==> src/rtl/mc_fifo_s1_sf_if.sv <==
// Request/response bundle of the multi-channel FIFO: master is the requester,
// slave is the FIFO. Flag vectors carry one bit per channel, bit i = channel i.
interface mc_fifo_s1_sf_if #(
  parameter int width  = 8,
  parameter int num_ch = 4,
  parameter int chb    = (num_ch > 1) ? $clog2(num_ch) : 1
);
  logic              push_req_n;
  logic [chb-1:0]    push_ch;
  logic [width-1:0]  data_in;
  logic              pop_req_n;
  logic [chb-1:0]    pop_ch;
  logic [width-1:0]  data_out;
  logic [num_ch-1:0] empty;
  logic [num_ch-1:0] almost_empty;
  logic [num_ch-1:0] half_full;
  logic [num_ch-1:0] almost_full;
  logic [num_ch-1:0] full;
  logic [num_ch-1:0] error;

  modport master (
    output push_req_n, push_ch, data_in, pop_req_n, pop_ch,
    input  data_out, empty, almost_empty, half_full, almost_full, full, error
  );

  modport slave (
    input  push_req_n, push_ch, data_in, pop_req_n, pop_ch,
    output data_out, empty, almost_empty, half_full, almost_full, full, error
  );
endinterface

==> src/rtl/mc_fifo_s1_sf.sv <==
// Single-clock FIFO holding num_ch independent channels of depth words each.
// Optional macro MC_FIFO_S1_SF_WORD_COUNT_EN adds the word_count output.
module mc_fifo_s1_sf #(
  parameter int width    = 8,
  parameter int depth    = 8,
  parameter int num_ch   = 4,
  parameter int ae_level = 2,
  parameter int af_level = 2,
  parameter int err_mode = 0
) (
  input  logic               clk,
  input  logic               rst_n,
  mc_fifo_s1_sf_if.slave     fifo_if
`ifdef MC_FIFO_S1_SF_WORD_COUNT_EN
  ,
  output logic [num_ch*$clog2(depth+1)-1:0] word_count
`endif
);

  localparam int chb = (num_ch > 1) ? $clog2(num_ch) : 1;
  localparam int pw  = $clog2(depth);
  localparam int cw  = $clog2(depth + 1);

  localparam logic [pw-1:0] PTR_LAST = pw'(depth - 1);
  localparam logic [cw-1:0] CNT_FULL = cw'(depth);
  localparam logic [cw-1:0] AE_LVL   = cw'(ae_level);
  localparam logic [cw-1:0] HF_LVL   = cw'((depth + 1) / 2);
  localparam logic [cw-1:0] AF_LVL   = cw'(depth - af_level);

  // Handshake: push_req_n/pop_req_n are sampled every rising edge; a low
  // request is one attempt that is accepted or rejected in that same cycle
  // from the current count, with rejection reported on error the cycle after.

  logic [width-1:0]  mem [num_ch][depth];

  logic [pw-1:0]     wr_q [num_ch];
  logic [pw-1:0]     wr_d [num_ch];
  logic [pw-1:0]     rd_q [num_ch];
  logic [pw-1:0]     rd_d [num_ch];
  logic [cw-1:0]     cnt_q [num_ch];
  logic [cw-1:0]     cnt_d [num_ch];

  logic [num_ch-1:0] empty_q, empty_d;
  logic [num_ch-1:0] ae_q, ae_d;
  logic [num_ch-1:0] hf_q, hf_d;
  logic [num_ch-1:0] af_q, af_d;
  logic [num_ch-1:0] full_q, full_d;
  logic [num_ch-1:0] err_q, err_d;

  logic [num_ch-1:0] push_hit, pop_hit, push_ok, pop_ok, rej;
  logic [width-1:0]  rd_data;

  always_comb begin
    for (int i = 0; i < num_ch; i++) begin
      push_hit[i] = !fifo_if.push_req_n && (fifo_if.push_ch == chb'(i));
      pop_hit[i]  = !fifo_if.pop_req_n  && (fifo_if.pop_ch  == chb'(i));
      // A full channel still takes a push when the same cycle pops it.
      push_ok[i]  = push_hit[i] && (!full_q[i] || pop_hit[i]);
      pop_ok[i]   = pop_hit[i] && !empty_q[i];
      rej[i]      = (push_hit[i] && !push_ok[i]) || (pop_hit[i] && !pop_ok[i]);

      wr_d[i] = wr_q[i];
      if (push_ok[i]) wr_d[i] = (wr_q[i] == PTR_LAST) ? '0 : wr_q[i] + pw'(1);
      rd_d[i] = rd_q[i];
      if (pop_ok[i]) rd_d[i] = (rd_q[i] == PTR_LAST) ? '0 : rd_q[i] + pw'(1);
      cnt_d[i] = cnt_q[i] + cw'(push_ok[i]) - cw'(pop_ok[i]);

      empty_d[i] = (cnt_d[i] == '0);
      ae_d[i]    = (cnt_d[i] <= AE_LVL);
      hf_d[i]    = (cnt_d[i] >= HF_LVL);
      af_d[i]    = (cnt_d[i] >= AF_LVL);
      full_d[i]  = (cnt_d[i] == CNT_FULL);
      err_d[i]   = (err_mode == 0) ? (err_q[i] || rej[i]) : rej[i];
    end
  end

  always_ff @(posedge clk or negedge rst_n) begin
    if (!rst_n) begin
      for (int i = 0; i < num_ch; i++) begin
        wr_q[i]  <= '0;
        rd_q[i]  <= '0;
        cnt_q[i] <= '0;
      end
      empty_q <= '1;
      ae_q    <= '1;
      hf_q    <= '0;
      af_q    <= '0;
      full_q  <= '0;
      err_q   <= '0;
    end else begin
      for (int i = 0; i < num_ch; i++) begin
        wr_q[i]  <= wr_d[i];
        rd_q[i]  <= rd_d[i];
        cnt_q[i] <= cnt_d[i];
      end
      empty_q <= empty_d;
      ae_q    <= ae_d;
      hf_q    <= hf_d;
      af_q    <= af_d;
      full_q  <= full_d;
      err_q   <= err_d;
    end
  end

  // Storage is deliberately left out of reset; the empty gate on the read
  // path keeps stale words from ever reaching data_out.
  always_ff @(posedge clk) begin
    for (int i = 0; i < num_ch; i++) begin
      if (push_ok[i]) mem[i][wr_q[i]] <= fifo_if.data_in;
    end
  end

  always_comb begin
    rd_data = '0;
    for (int i = 0; i < num_ch; i++) begin
      if ((fifo_if.pop_ch == chb'(i)) && !empty_q[i]) rd_data = mem[i][rd_q[i]];
    end
  end

  assign fifo_if.data_out     = rd_data;
  assign fifo_if.empty        = empty_q;
  assign fifo_if.almost_empty = ae_q;
  assign fifo_if.half_full    = hf_q;
  assign fifo_if.almost_full  = af_q;
  assign fifo_if.full         = full_q;
  assign fifo_if.error        = err_q;

`ifdef MC_FIFO_S1_SF_WORD_COUNT_EN
  always_comb begin
    word_count = '0;
    for (int i = 0; i < num_ch; i++) word_count[i*cw +: cw] = cnt_q[i];
  end
`endif

endmodule

==> src/flat_wrapper.sv <==
// flat-port wrapper written by rule: the top's interface ports become plain ports
module mc_fifo_s1_sf_flat 
#(
  parameter int width    = 8,
  parameter int depth    = 8,
  parameter int num_ch   = 4,
  parameter int ae_level = 2,
  parameter int af_level = 2,
  parameter int err_mode = 0
)
  (clk, rst_n, fifo_if_push_req_n, fifo_if_push_ch, fifo_if_data_in, fifo_if_pop_req_n, fifo_if_pop_ch, fifo_if_data_out, fifo_if_empty, fifo_if_almost_empty, fifo_if_half_full, fifo_if_almost_full, fifo_if_full, fifo_if_error);
  mc_fifo_s1_sf_if #(.width(width), .num_ch(num_ch)) fifo_if_i ();
  input  logic clk;
  input  logic rst_n;
  input wire logic [$bits(fifo_if_i.push_req_n)-1:0] fifo_if_push_req_n;
  input wire logic [$bits(fifo_if_i.push_ch)-1:0] fifo_if_push_ch;
  input wire logic [$bits(fifo_if_i.data_in)-1:0] fifo_if_data_in;
  input wire logic [$bits(fifo_if_i.pop_req_n)-1:0] fifo_if_pop_req_n;
  input wire logic [$bits(fifo_if_i.pop_ch)-1:0] fifo_if_pop_ch;
  output wire logic [$bits(fifo_if_i.data_out)-1:0] fifo_if_data_out;
  output wire logic [$bits(fifo_if_i.empty)-1:0] fifo_if_empty;
  output wire logic [$bits(fifo_if_i.almost_empty)-1:0] fifo_if_almost_empty;
  output wire logic [$bits(fifo_if_i.half_full)-1:0] fifo_if_half_full;
  output wire logic [$bits(fifo_if_i.almost_full)-1:0] fifo_if_almost_full;
  output wire logic [$bits(fifo_if_i.full)-1:0] fifo_if_full;
  output wire logic [$bits(fifo_if_i.error)-1:0] fifo_if_error;
  assign fifo_if_i.push_req_n = fifo_if_push_req_n;
  assign fifo_if_i.push_ch = fifo_if_push_ch;
  assign fifo_if_i.data_in = fifo_if_data_in;
  assign fifo_if_i.pop_req_n = fifo_if_pop_req_n;
  assign fifo_if_i.pop_ch = fifo_if_pop_ch;
  assign fifo_if_data_out = fifo_if_i.data_out;
  assign fifo_if_empty = fifo_if_i.empty;
  assign fifo_if_almost_empty = fifo_if_i.almost_empty;
  assign fifo_if_half_full = fifo_if_i.half_full;
  assign fifo_if_almost_full = fifo_if_i.almost_full;
  assign fifo_if_full = fifo_if_i.full;
  assign fifo_if_error = fifo_if_i.error;
  mc_fifo_s1_sf #(.width(width), .depth(depth), .num_ch(num_ch), .ae_level(ae_level), .af_level(af_level), .err_mode(err_mode)) u_core (.clk(clk), .rst_n(rst_n), .fifo_if(fifo_if_i));
endmodule
==> config.mk <==
export PLATFORM = sky130hd
export DESIGN_NAME = mc_fifo_s1_sf_flat
export DESIGN_NICKNAME = d
export VERILOG_FILES = /design/src/rtl/mc_fifo_s1_sf_if.sv /design/src/rtl/mc_fifo_s1_sf.sv /design/src/flat_wrapper.sv
export SDC_FILE = /design/constraint.sdc
export NUM_CORES = 1
export LEC_CHECK = 0
export CORE_ASPECT_RATIO = 0.6
export CORE_MARGIN = 3
export CORE_UTILIZATION = 45
export DETAILED_ROUTE_END_ITERATION = 12
export PLACE_DENSITY = 0.66
export SLEW_MARGIN = 15
export SYNTH_ARGS = -nofsm -noshare
export SYNTH_HDL_FRONTEND = slang
export SYNTH_SLANG_ARGS = --single-unit
==> constraint.sdc <==
create_clock -name clk -period 3.7 [get_ports clk]
set_input_delay 0.74 -clock clk [delete_from_list [all_inputs] [get_ports clk]]
set_output_delay 0.74 -clock clk [all_outputs]
set_load 0.03 [all_outputs]
-- Word level (Yosys, flattened, before mapping)
Memories as Yosys holds them, arrays and structs flattened.
Index checks and enable logic that the tools add are counted.
W data, S select, Z words.
- muxes and demuxes: 49
- divide/modulo/power cells: 0
- bitwise gates (word level): 8
- shifts and indexed selects: 0
- reduce and logical (&&, ||, !) cells: 71
- multipliers: 0
- equality and inequality tests: 18
- order comparisons: 24
- add/sub/neg operators: 16
- operators by type and width (kind ; number):
    $mux W64 ; 10
    $reduce_or A64 Y1 ; 3
    $mux W8 ; 16
    $bmux W8 S3 ; 4
    $demux W8 S3 ; 4
    $ge A4 B3 Y1 const B ; 8
    $ge A4 B4 Y1 const B ; 8
    $logic_and A1 B1 Y1 ; 32
    $not A3 Y4 ; 8
    $add A3 B1 Y3 const B ; 8
    $eq A3 B3 Y1 const B ; 8
    $mux W3 ; 8
    $logic_not A1 Y1 ; 18
    $add A4 B1 Y4 ; 4
    $eq A4 B4 Y1 const B ; 4
    $le A4 B2 Y1 const B ; 4
    $logic_not A4 Y1 ; 4
    $lt A4 B1 Y1 const B ; 4
    $sub A4 B1 Y4 ; 4
    $logic_or A1 B1 Y1 ; 12
    $eq A2 B2 Y1 const B ; 4
    $mux W2 ; 3
    $eq A2 B1 Y1 const B ; 2
    $logic_not A2 Y1 ; 2
    $mux W1 ; 4
- logic and storage cells: 205
- output and inout bits: 32
- register bits after elaboration: 64
- bits in latches: 0
- input bits: 16
- memories kept: 1
- ROM bits: 0
- RAM bits: 256
- memory list (memory ; depth ; width ; read ports ; clocked after Yosys merged registers in ; write ports ; line ; text):
    u_core.mem ; 4 ; 64 ; 4 ; 0 ; 1 ; mc_fifo_s1_sf.sv:34 ; logic [width-1:0] mem [num_ch][depth];

-- Longest topological paths before layout
- word-level depth: 10
- gate-level depth with buffers: 12
- mapped depth without buffers: 11

-- Worst setup path after synthesis
Ideal clock, no wire load.
- path kind: input to register
- start point: input port fifo_if_pop_ch[1]
- end point: register u_core.empty_q[1] (netlist: u_core.fifo_if.empty[1])
- setup time: 0.068 ns
- buffers on the path: 1
- data arrival time: 3.216 ns
- slack: 0.416 ns
- cell stages on the path: 12
- required time: 3.632 ns
- path through: buf_2 > or3b_2 > nor2_1 > ha_1 > inv_1 > ha_1 > inv_1 > fa_1 > xor2_1 > inv_1 > or3_1 > nor2_1
- RTL lines (item ; line ; text):
    start, declared ; flat_wrapper.sv:19 ; input wire logic [$bits(fifo_if_i.pop_ch)-1:0] fifo_if_pop_ch;
    end signal, assigned ; mc_fifo_s1_sf.sv:96 ; empty_q <= empty_d;
    end, declared ; mc_fifo_s1_sf.sv:43 ; logic [num_ch-1:0] empty_q, empty_d;

-- Worst setup path after layout
- start point: register u_core.rd_q[1] (netlist bit)
- end point: output port fifo_if_data_out[3]
- longest elaborated chain between the ends: 5
- ends and longest elaborated chain (item ; line ; text):
    start, declared ; mc_fifo_s1_sf.sv:38 ; logic [pw-1:0] rd_q [num_ch];
    start signal, assigned by index ; mc_fifo_s1_sf.sv:93 ; rd_q[i] <= rd_d[i];
    $not A3 Y4 (not written as such) ; mc_fifo_s1_sf.sv:116 ; if ((fifo_if.pop_ch == chb'(i)) && !empty_q[i]) rd_data = mem[i][rd_q[i]];
    $bmux W8 S3 ; mc_fifo_s1_sf.sv:116 ;
    $mux W8 (not written as such) (2 in series) ; mc_fifo_s1_sf.sv:116 ;
    $mux W8 ; mc_fifo_s1_sf.sv:116 ;
    end, declared ; flat_wrapper.sv:20 ; output wire logic [$bits(fifo_if_i.data_out)-1:0] fifo_if_data_out;
Every way passes these cells. The select of a mux whose other input is x is not followed.

==> Implementation_results.wiki <==
{| class="wikitable"
! Metric !! Value
|-
| Relative slew slack || 0.435
|-
| Die extent in y || 138 µm
|-
| Setup TNS || 0 ns
|-
| Largest net degree at the start of global routing || 38
|-
| Share of flip-flops with an asynchronous set or reset after synthesis || 0.200
|-
| Post-synthesis instance area || 13100 µm²
|-
| Post-Synthesis Cells || 703
|-
| Number of I/O pins || 48
|-
| Net count of the mapped netlist || 755
|-
| Placer's final routability congestion estimate || 0.784
|-
| GRT overflow || 0
|-
| Library cell used as clock root buffer || clkbuf_16
|-
| Maximum frequency from static timing analysis || 0.282 GHz
|-
| Post-cts sizing count || 1
|-
| Routed Antenna Nets || 0
|-
| Depth of the worst register-to-register path || 11
|-
| Main area contributors after synthesis || edfxtp_1 (59%), mux4_2 (11%), dfrtp_1 (11%), ha_1 (3.1%), mux2_2 (2.2%)
|-
| Synthesized area per cell || 18.6 µm²
|-
| Die Outline Area || 31200 µm²
|-
| Data required time at the worst endpoint || 2.96 ns
|-
| Final Net Count || 881
|-
| Die X || 226 µm
|-
| Detailed-routing iteration count for the pre-antenna-repair pass || 4
|-
| Number of global-route vias before repair || 7053
|-
| Leading area contributor after synthesis || edfxtp_1
|-
| Max clock buf depth || 3
|-
| Worst Hold Slack || 0.250 ns
|-
| Number of enable flip-flop cells after synthesis || 256
|-
| Initial standard-cell utilization of the core || 0.466
|-
| Post-synth cell types || 48
|-
| Final-layout fill cell count || 2079
|-
| Depth of the CTS H-tree || 1
|-
| Top fanout value on the critical path || 18
|-
| Yosys warning count || 0
|-
| Run status || completed
|-
| Final critical delay including setup and external delays || 3.54 ns
|-
| # hold bufs at CTS || 0
|-
| Total routing resource utilization after global routing || 0.183
|-
| Antenna cell count || 0
|-
| DRT iter0 DRCs || 541
|-
| Class of the most critical hold timing path || input port to async pin
|-
| Highest ir drop seen on vdd || 0.456 mV
|-
| Sequential area share after synthesis || 0.712
|-
| Largest stage delay on the critical path || 0.89 ns
|-
| DRC violation count after routing || 0
|-
| Number of buffers added for setup after CTS || 0
|-
| Leakage power || 5.52 nW
|-
| WL per Instance || 22.4 µm
|-
| Via-per-instance ratio || 5.56
|-
| HPWL after detailed placement || 18700 µm
|-
| Flip-flop and latch count after synthesis || 320
|-
| Kind of critical path || flop to primary output
|-
| Finish-stage setup viols || 0
|-
| Max cap viols || 0
|-
| Reg2Reg Setup Slack || 0.84 ns
|-
| Unrepaired setup endpoints after global routing || false
|-
| Arrival time worst endpoint || 2.80 ns
|-
| Post-layout total power || 11.8 mW
|-
| Worst Setup Start Kind || flop
|-
| Hold Vio Cnt, Final || 0
|-
| Area after DPL || 14500 µm²
|-
| First-pass GRT wire length || 42300 µm
|-
| Power density over the cells || 759 nW/µm²
|-
| TritonCTS buffer count || 28
|-
| Transition time at the pin with the least slew margin || 0.848 ns
|-
| Critical-path cell list || mux4_2, mux2_2, o22ai_1, a31oi_1, buf_12
|-
| Count of vias placed by the detailed router || 6770
|-
| Slew Limit Fails || 0
|-
| Area growth from synthesis to layout || 19.1%
|-
| Worst clock skew on the final layout || 0.0107 ns
|-
| Detailed-route wire length || 27300 µm
|-
| Antenna violations before repair || 0
|-
| Sink Count || 320
|-
| Top cell type's share of synthesized area || 0.588
|-
| Total number of placement rows || 47
|-
| Count of buffers from port buffering || 47
|-
| Worst reg2reg startpoint || u_core.fifo_if.empty[0]
|-
| Type of element capturing the critical path || primary output
|-
| Fraction of layout cells with a size suffix above 1 || 0.283
|-
| Period utilisation layout || 0.957
|-
| Clk pin slew, worst setup/hold paths || 0.07 ns
|-
| Dominant synthesized flop cell || edfxtp_1
|-
| Final design instance area without fill || 15600 µm²
|-
| Clock insertion delay at the later pin of the skew report || 0.55 ns
|-
| Slowest cell on the critical path || dfrtp_1
|-
| TritonCTS clock tree || yes
|-
| Endpoint of the most critical register-to-register path || u_core.fifo_if.empty[0]
|-
| Total core area || 28100 µm²
|}
## synthesized netlist by cell type, types with 4 or more instances
library cell  count
o22ai_1           4
a211oi_1          4
mux2_2           26
o21ai_0          10
ha_1             32
buf_2            11
dfstp_2           8
clkbuf_1          7
buf_1             8
fa_1              4
inv_1            38
a31oi_1           4
a21o_1            7
nand3b_1         10
xnor2_1           6
xor2_1            6
nor2_1           24
a22oi_1           5
a21oi_1           6
nor3b_1          10
dfrtp_1          56
nand2b_1          4
nor3_1           16
nand2_1          24
edfxtp_1        256
mux2i_1          14
mux4_2           64
## sequential cells by signal, summed over array words and instances, names as in the netlist
register,cells
u_core.mem,256
u_core.cnt_q,16
u_core.rd_q,12
u_core.wr_q,12
u_core.fifo_if.almost_empty,4
u_core.fifo_if.almost_full,4
u_core.fifo_if.empty,4
u_core.fifo_if.error,4
u_core.fifo_if.full,4
u_core.fifo_if.half_full,4
## stage by stage
| step | cells | setup WS (ns) | utilization |
|---|---|---|---|
| 6_report | 1218 | 0.159 | 0.555 |
| 5_1_grt | 1218 | 0.0849 | 0.555 |
| 4_1_cts | 1218 | 0.144 | 0.555 |
| 3_5_place_dp | 1166 | -0.0903 | 0.517 |
| 3_3_place_gp | 1166 | 0.101 | 0.517 |
| 2_1_floorplan | 703 | 0.416 | - |
## power by group
| group | leakage, nW | total [mW] | switching [mW] | internal [mW] |
|---|---|---|---|---|
| Combinational | 1.96 | 3.73 | 1.89 | 1.84 |
| Sequential | 3.04 | 4.80 | 0.474 | 4.33 |
| Clock | 0.516 | 3.29 | 1.26 | 2.03 |
| Total | 5.52 | 11.8 | 3.63 | 8.19 |
## critical path: cells and delay by family, from the launching register on
kind                   cells  cell delay (ns)
AOI/OAI and AO/OA          2             0.42
DFF                        1             0.89
buffers and inverters      1             0.17
muxes                      2             0.76
## layout make-up
class / count / area (µm²) / area share
well taps: 367 / 459 / 0.0295
clock buffers: 38 / 811 / 0.0521
flip-flops and latches: 320 / 9300 / 0.597
inverters: 38 / 143 / 0.00916
multi-input cells: 318 / 3500 / 0.225
repair buffers: 123 / 1100 / 0.0706
clock inverters: 14 / 250 / 0.0161
## kinds of logic (layout without fill, tap and decap cells)
group	count (synthesis)	in the layout	share of synthesized area
buf+inv	65	213	0.0200
simple gates	109	109	0.0453
compound gates	57	57	0.0347
mux	104	104	0.143
fa+ha+maj	36	36	0.0368
xor+xnor	12	12	0.00804
flops	320	320	0.712
## cell usage in the layout (no fill, tap or decap), types with 4 or more instances in the layout
master,synthesis,routed
nand2_1,24,24
dfrtp_1,56,55
o22ai_1,4,4
mux4_2,64,64
a21o_1,7,7
dfstp_2,8,8
mux2_2,26,26
a22oi_1,5,5
nand3b_1,10,10
ha_1,32,32
nor3b_1,10,10
nand2b_1,4,4
a211oi_1,4,4
mux2i_1,14,14
o21ai_0,10,10
buf_4,1,77
bufinv_16,0,7
nor3_1,16,16
a21oi_1,6,6
xnor2_1,6,6
a31oi_1,4,4
nor2_1,24,24
buf_12,0,7
inv_1,38,38
clkbuf_1,7,5
clkdlybuf4s50_1,0,37
clkbuf_16,0,30
edfxtp_1,256,256
xor2_1,6,6
fa_1,4,4
clkinv_2,0,5
## per-layer routing
layer | GRT usage | wire length [µm]
met2 | 0.277 | 12200
met3 | 0.0336 | 1480
met1 | 0.283 | 13200
met5 | 0 | 0
met4 | 0.0321 | 367
## worst max path at each step
stage / from / cells after the start / endpoint / slack, ns
floorplan: fifo_if_pop_ch[1] / 12 / u_core.fifo_if.empty[1] / 0.42
global placement: fifo_if_pop_ch[0] / 12 / u_core.fifo_if.empty[1] / 0.10
detailed placement: fifo_if_pop_ch[0] / 12 / u_core.fifo_if.empty[0] / -0.09
CTS: u_core.rd_q[4] / 6 / fifo_if_data_out[3] / 0.14
global route: u_core.rd_q[1] / 5 / fifo_if_data_out[3] / 0.08
finish: u_core.rd_q[1] / 5 / fifo_if_data_out[3] / 0.16
Note: power is estimated with default switching activity, not from simulation.
